<file path="src/rtl/debug_uart_pkg.sv">
// debug_uart_pkg: UART framing constants, state encoding and byte helpers
// shared by the debug word transmitter and the command receiver.
package debug_uart_pkg;
   localparam logic UART_START_BIT = 1'b0;
   localparam logic UART_STOP_BIT = 1'b1;
   localparam int UART_DATA_BITS = 8;
   localparam int WORD_BYTES = 4;
   typedef enum logic [1:0] {ST_IDLE, ST_START, ST_DATA, ST_STOP} uart_state_e;
   // Out-of-range byte counts fall back to a full word.
   function automatic logic [2:0] clamp_nbytes(input logic [2:0] n);
      return (n == 3'd0 || n > 3'(WORD_BYTES)) ? 3'(WORD_BYTES) : n;
   endfunction
   function automatic logic [7:0] word_byte(input logic [31:0] w, input logic [1:0] i);
      return w[8*i +: 8];
   endfunction
endpackage

</file>
<file path="src/rtl/baud_tick_gen.sv">
// baud_tick_gen: free-running divider that pulses tick once every BAUD_DIV
// enabled cycles; clear restarts the period from zero.
module baud_tick_gen #(
   parameter int BAUD_DIV = 868
) (
   input  logic clk,
   input  logic rst,
   input  logic clear,
   input  logic enable,
   output logic tick
);
   localparam int CW = $clog2(BAUD_DIV);
   localparam logic [CW-1:0] LAST = CW'(BAUD_DIV - 1);
   logic [CW-1:0] cnt_q, cnt_d;
   always_comb begin
      tick = enable && cnt_q == LAST;
      cnt_d = (clear || tick) ? '0 : enable ? cnt_q + 1'b1 : cnt_q;
   end
   always_ff @(posedge clk or posedge rst) begin
      if (rst) cnt_q <= '0;
      else cnt_q <= cnt_d;
   end
endmodule

</file>
<file path="src/rtl/uart_word_tx.sv">
// uart_word_tx: sends a 32-bit debug word as 1-4 back-to-back 8N1 frames,
// least significant byte first, with registered line and handshake outputs.
module uart_word_tx
   import debug_uart_pkg::*;
#(
   parameter int BAUD_DIV = 868
) (
   input  logic        clk,
   input  logic        rst,
   input  logic        in_valid,
   input  logic [31:0] in_data,
   input  logic [2:0]  in_nbytes,
   output logic        in_ready,
   output logic        tx,
   output logic        busy,
   output logic        done
);
   uart_state_e state_q, state_d;
   logic [31:0] data_q, data_d;
   logic [7:0]  shift_q, shift_d;
   logic [2:0]  nbytes_q, nbytes_d, bit_q, bit_d;
   logic [1:0]  byte_q, byte_d;
   logic        tx_q, tx_d, busy_q, busy_d, rdy_q, rdy_d, done_q, done_d;
   logic        accept, tick;
   assign accept = in_valid && rdy_q;
   baud_tick_gen #(.BAUD_DIV(BAUD_DIV)) u_baud (
      .clk(clk), .rst(rst), .clear(accept), .enable(busy_q), .tick(tick)
   );
   always_comb begin
      state_d = state_q;
      data_d = data_q;
      shift_d = shift_q;
      nbytes_d = nbytes_q;
      bit_d = bit_q;
      byte_d = byte_q;
      tx_d = tx_q;
      busy_d = busy_q;
      rdy_d = rdy_q;
      done_d = 1'b0;
      unique case (state_q)
         ST_IDLE: if (accept) begin
            state_d = ST_START;
            data_d = in_data;
            nbytes_d = clamp_nbytes(in_nbytes);
            shift_d = in_data[7:0];
            byte_d = '0;
            bit_d = '0;
            tx_d = UART_START_BIT;
            busy_d = 1'b1;
            rdy_d = 1'b0;
         end
         ST_START: if (tick) begin
            state_d = ST_DATA;
            bit_d = '0;
            tx_d = shift_q[0];
         end
         ST_DATA: if (tick) begin
            if (bit_q == 3'(UART_DATA_BITS - 1)) begin
               state_d = ST_STOP;
               tx_d = UART_STOP_BIT;
            end else begin
               shift_d = shift_q >> 1;
               tx_d = shift_q[1];
               bit_d = bit_q + 3'd1;
            end
         end
         ST_STOP: if (tick) begin
            // Next start bit follows the stop bit with no idle gap.
            if ({1'b0, byte_q} + 3'd1 < nbytes_q) begin
               state_d = ST_START;
               byte_d = byte_q + 2'd1;
               shift_d = word_byte(data_q, byte_q + 2'd1);
               tx_d = UART_START_BIT;
            end else begin
               state_d = ST_IDLE;
               busy_d = 1'b0;
               rdy_d = 1'b1;
               done_d = 1'b1;
            end
         end
         default: state_d = ST_IDLE;
      endcase
   end
   always_ff @(posedge clk or posedge rst) begin
      if (rst) begin
         state_q <= ST_IDLE;
         data_q <= '0;
         shift_q <= '0;
         nbytes_q <= 3'(WORD_BYTES);
         bit_q <= '0;
         byte_q <= '0;
         tx_q <= 1'b1;
         busy_q <= 1'b0;
         rdy_q <= 1'b1;
         done_q <= 1'b0;
      end else begin
         state_q <= state_d;
         data_q <= data_d;
         shift_q <= shift_d;
         nbytes_q <= nbytes_d;
         bit_q <= bit_d;
         byte_q <= byte_d;
         tx_q <= tx_d;
         busy_q <= busy_d;
         rdy_q <= rdy_d;
         done_q <= done_d;
      end
   end
   assign in_ready = rdy_q;
   assign tx = tx_q;
   assign busy = busy_q;
   assign done = done_q;
endmodule

</file>
<file path="config.mk">
export PLATFORM = sky130hd
export DESIGN_NAME = uart_word_tx
export DESIGN_NICKNAME = d
export VERILOG_FILES = /design/src/rtl/debug_uart_pkg.sv /design/src/rtl/baud_tick_gen.sv /design/src/rtl/uart_word_tx.sv
export SDC_FILE = /design/constraint.sdc
export NUM_CORES = 1
export LEC_CHECK = 0
export BUFFER_PORTS_ARGS = -buffer_cell sky130_fd_sc_hd__buf_2
export CAP_MARGIN = 20
export CORE_UTILIZATION = 29
export CTS_BUF_LIST = sky130_fd_sc_hd__clkbuf_16
export DETAILED_ROUTE_END_ITERATION = 7
export SYNTH_ARGS = -nofsm -noshare
export SYNTH_HDL_FRONTEND = slang
export SYNTH_HIERARCHICAL = 1
export SYNTH_SLANG_ARGS = --single-unit
</file>
<file path="constraint.sdc">
create_clock -name clk -period 2.85 [get_ports clk]
set_input_delay 0.285 -clock clk [delete_from_list [all_inputs] [get_ports clk]]
set_output_delay 0.285 -clock clk [all_outputs]
set_load 0.1 [all_outputs]
</file>
==> metrics.txt <==
# TYPE chip_impl_metric gauge
chip_impl_metric{name="synthToLayoutAreaGrowth",unit="%"} 19.4
chip_impl_metric{name="detailedRoute.firstPassIterationCount",unit=""} 4
chip_impl_info{name="timing.hold.worst.start",value="in_data[22]"} 1
chip_impl_metric{name="clock_tree_buf_depth",unit=""} 2
chip_impl_metric{name="fin_worst_skew",unit="ns"} 0.00654
chip_impl_metric{name="finalHoldViolCount",unit=""} 0
chip_impl_metric{name="tns",unit="ns"} 0
chip_impl_metric{name="yosys.area_share.adder",unit="%"} 4.11
chip_impl_info{name="main_area_contributors_after_synthesis",value="sky130_fd_sc_hd__dfrtp_1, sky130_fd_sc_hd__mux2_2, sky130_fd_sc_hd__ha_1"} 1
chip_impl_metric{name="yosys_register_bits",unit=""} 64
chip_impl_metric{name="fp-row-count",unit=""} 38
chip_impl_metric{name="post_cts.resized_instances",unit=""} 0
chip_impl_metric{name="syn-mean-instance-area",unit="µm²"} 11.7
chip_impl_metric{name="global_placement_routability_congestion",unit=""} 0.806
chip_impl_info{name="status",value="completed"} 1
chip_impl_metric{name="arrival",unit="ns"} 2.75
chip_impl_metric{name="cts.sinks",unit=""} 64
chip_impl_info{name="cts_root_buf",value="sky130_fd_sc_hd__clkbuf_16"} 1
chip_impl_metric{name="final_period_minus_worst_setup_slack",unit="ns"} 2.55
chip_impl_info{name="timing.rr.start",value="u_baud/cnt_q[0]"} 1
chip_impl_metric{name="core-area",unit="µm²"} 11000
chip_impl_info{name="tritoncts",value="yes"} 1
chip_impl_metric{name="grt_use_total",unit="%"} 12.2
chip_impl_metric{name="setup_ws",unit="ns"} 0.304
chip_impl_metric{name="worstSkewPairLatency",unit="ns"} 0.32
chip_impl_info{name="dr.max_layer_used",value="met4"} 1
chip_impl_metric{name="synth_largest_type_area_fraction",unit="%"} 45.6
chip_impl_info{name="ys_dominant_reg_cell",value="sky130_fd_sc_hd__dfrtp_1"} 1
chip_impl_metric{name="dieArea",unit="µm²"} 12000
chip_impl_metric{name="critical_path_required",unit="ns"} 3.05
chip_impl_metric{name="yosys_warnings",unit=""} 6
chip_impl_metric{name="vias_in_the_first_global_route",unit=""} 2343
chip_impl_metric{name="critical_path.max_fanout",unit=""} 8
chip_impl_metric{name="wl_met3",unit="µm"} 307
chip_impl_metric{name="place_hpwl",unit="mm"} 4.85
chip_impl_info{name="start_kind",value="flip-flop"} 1
chip_impl_metric{name="synthXorXnorAreaFrac",unit="%"} 1.05
chip_impl_metric{name="synth_cell_types",unit=""} 53
chip_impl_metric{name="post_synth_mux_area_share",unit="%"} 20.3
chip_impl_metric{name="timing.final.crit_share",unit="%"} 89.3
chip_impl_metric{name="syn_nets",unit=""} 334
chip_impl_metric{name="max_clock_freq",unit="GHz"} 0.393
chip_impl_info{name="mostFrequentLayoutCell",value="sky130_fd_sc_hd__dfrtp_1"} 1
chip_impl_info{name="holdCritPathClass",value="input port to flip-flop"} 1
chip_impl_metric{name="mappedNetlistArea",unit="µm²"} 3350
chip_impl_metric{name="net_switching_power_figure",unit="W"} 0.000395
chip_impl_metric{name="timing.slew.headroom",unit="%"} 55.6
chip_impl_metric{name="wl_met1",unit="mm"} 3.20
chip_impl_metric{name="design.final.nets",unit=""} 381
chip_impl_metric{name="globalRouteOverflowTotal",unit=""} 0
chip_impl_metric{name="final-setup-viol-count",unit=""} 0
chip_impl_metric{name="first_pass_grt_wire_length",unit="mm"} 11.3
chip_impl_metric{name="power.share.combinational",unit="%"} 2.6
chip_impl_metric{name="p_int",unit="W"} 0.00159
chip_impl_metric{name="netlist_instances",unit=""} 285
chip_impl_metric{name="post-route-util",unit="%"} 36.2
chip_impl_metric{name="port_buffers",unit=""} 41
chip_impl_metric{name="layout_filler_cell_count",unit=""} 1120
chip_impl_info{name="worstSetupPathType",value="flip-flop to flip-flop"} 1
chip_impl_metric{name="worst_pin_slew",unit="ns"} 0.664
chip_impl_metric{name="wl_per_cell",unit="µm"} 14.0
chip_impl_metric{name="seq_power_share",unit="%"} 45.8
chip_impl_metric{name="die_height",unit="µm"} 109
chip_impl_metric{name="post-cts-setup-buffer-count",unit=""} 0
chip_impl_metric{name="power.density_cell_area",unit="nW/µm²"} 497
chip_impl_metric{name="antenna_violations_before_repair",unit=""} 0
chip_impl_metric{name="cts_made_buffers",unit=""} 9
chip_impl_metric{name="postSynth.asyncResetShare",unit="%"} 100
chip_impl_metric{name="grt_max_degree",unit=""} 40
chip_impl_metric{name="synth-simple-area-share",unit="%"} 10.2
chip_impl_metric{name="power.clock.fraction",unit="%"} 51.6
chip_impl_metric{name="wirelength",unit="mm"} 6.65
chip_impl_metric{name="postCtsHoldBufs",unit=""} 1
chip_impl_metric{name="initialDrtViolationCount",unit=""} 81
chip_impl_metric{name="drv.max_cap_violation_count",unit=""} 0
chip_impl_metric{name="seq_area_frac_synth",unit="%"} 48.0
chip_impl_metric{name="switching_share",unit="%"} 19.9
chip_impl_metric{name="ant_nets",unit=""} 0
chip_impl_metric{name="antennaDiodeCount",unit=""} 0
chip_impl_info{name="grt_setup_unrepaired",value="no"} 1
chip_impl_metric{name="drt_drc",unit=""} 0
chip_impl_info{name="layout_common_cells",value="sky130_fd_sc_hd__dfrtp_1, sky130_fd_sc_hd__buf_2, sky130_fd_sc_hd__mux2_2"} 1
chip_impl_metric{name="finalMaxSlewViolations",unit=""} 0
chip_impl_info{name="yosys.area.top_type",value="sky130_fd_sc_hd__dfrtp_1"} 1
chip_impl_metric{name="route.vias.total",unit=""} 2314
chip_impl_metric{name="count_of_flip_flops_with_a_built_in_enable_after_synthesis",unit=""} 0
chip_impl_info{name="startpoint",value="u_baud/cnt_q[0]"} 1
chip_impl_metric{name="met2_length",unit="mm"} 3.11
chip_impl_metric{name="htree_num_levels",unit=""} 3
chip_impl_metric{name="irDropWorstVdd",unit="V"} 0.000311
chip_impl_metric{name="die_width",unit="µm"} 109
chip_impl_metric{name="reg_clk_slew_reported_paths",unit="ns"} 0.05
chip_impl_metric{name="boundaryPins",unit=""} 42
chip_impl_metric{name="pre_cts_ws",unit="ns"} 0.321
chip_impl_info{name="dominant_combinational_cell_family_by_area_after_synthesis",value="multiplexers"} 1
chip_impl_metric{name="initial_utilization",unit="%"} 30.3
chip_impl_metric{name="layout-drive-gt1-share",unit="%"} 38.4
chip_impl_metric{name="synth_compound_area_share",unit="%"} 12.4
chip_impl_info{name="worstSetupEndpointType",value="flip-flop"} 1
chip_impl_metric{name="leakage",unit="nW"} 1.91
chip_impl_metric{name="avgViaCountPerCell",unit=""} 4.86
## critical path, cell delays in order (launching register included)
cell,delay (ns)
sky130_fd_sc_hd__dfrtp_1,0.40
sky130_fd_sc_hd__ha_1,0.27
sky130_fd_sc_hd__nand4bb_1,0.20
sky130_fd_sc_hd__nor4_1,0.23
sky130_fd_sc_hd__buf_4,0.20
sky130_fd_sc_hd__inv_1,0.06
sky130_fd_sc_hd__a21oi_2,0.25
sky130_fd_sc_hd__o211a_1,0.47
sky130_fd_sc_hd__mux2_4,0.34
## kinds of logic (layout without fill, tap and decap cells)
group,Yosys count,in the layout
AOI/OAI and AO/OA,57,57
xor gates and xnor gates,4,4
adders and majority gates,11,11
buffers and inverters,29,80
DFF,64,64
muxes,58,58
and+or+nand+nor,62,62
## sequential cells by signal, summed over array words and instances (netlist names)
register and count:
tx 1, busy 1, bit_q 3, in_ready 1, u_baud/cnt_q 10, state_q 2, byte_q 2, shift_q 8
done 1, nbytes_q 3, data_q 32
## final timing paths
kind / slack (ns) / cells after the start / to
worst min register to register: 0.48 / 1 / bit_q[0]
worst max register to register: 0.30 / 8 / shift_q[2]
worst min-delay path: 0.19 / 2 / data_q[22]
min in group asynchronous: 0.49 / 3 / data_q[27]
max in group asynchronous: 1.73 / 4 / tx
worst max-delay path: 0.30 / 8 / shift_q[2]
## layout make-up
class                           instances  area, µm²  share of cell area, %
Clock buffer                            9        225                   5.64
Clock inverter                          6       53.8                   1.35
Inverter                               16       60.1                   1.50
Multi-Input combinational cell        192       1610                   40.2
Sequential cell                        64       1610                   40.2
Tap cell                              140        175                   4.38
Timing Repair Buffer                   49        268                   6.70
## stage by stage
step                      hold WS [ns]  std cells  area [µm²]  total power [W]
final                            0.192        476        4000          0.00199
after global routing             0.184        476        4000          0.00207
after detailed placement         0.281        460        3710         0.000979
after CTS                        0.180        476        4000          0.00202
after floorplan                  0.125        285        3350         0.000942
after global placement           0.282        460        3710         0.000978
## power groups by stage
stage	clock, W	combinational (W)	sequential (W)
2_1_floorplan	0	0.0000168	0.000925
6_report	0.00103	0.0000520	0.000910
4_1_cts	0.00105	0.0000550	0.000910
3_5_place_dp	0	0.0000539	0.000925
3_3_place_gp	0	0.0000523	0.000925
5_1_grt	0.00110	0.0000614	0.000909
## synth_stat cells, drive strengths merged (2+ instances only)
cell and count:
dfrtp 61, mux2 47, nand2 17, inv 16
a21oi 12, o21ai 12, buf 11, ha 11
nand3 11, mux2i 10, nor2 10, o211ai 8
a22oi 7, nand4 5, a31oi 3, dfstp 3
nand2b 3, or3 3, xor2 3, a21boi 2
a31o 2, clkbuf 2, nor3 2, o22ai 2
o31ai 2, or4 2
## routing by layer
layer	global-route usage, %	vias to the layer above
met5	0	-
met4	2.00	0
met2	20.0	44
met3	4.98	5
li1	-	1133
met1	15.4	1132
(Power assumes the default switching activity.)
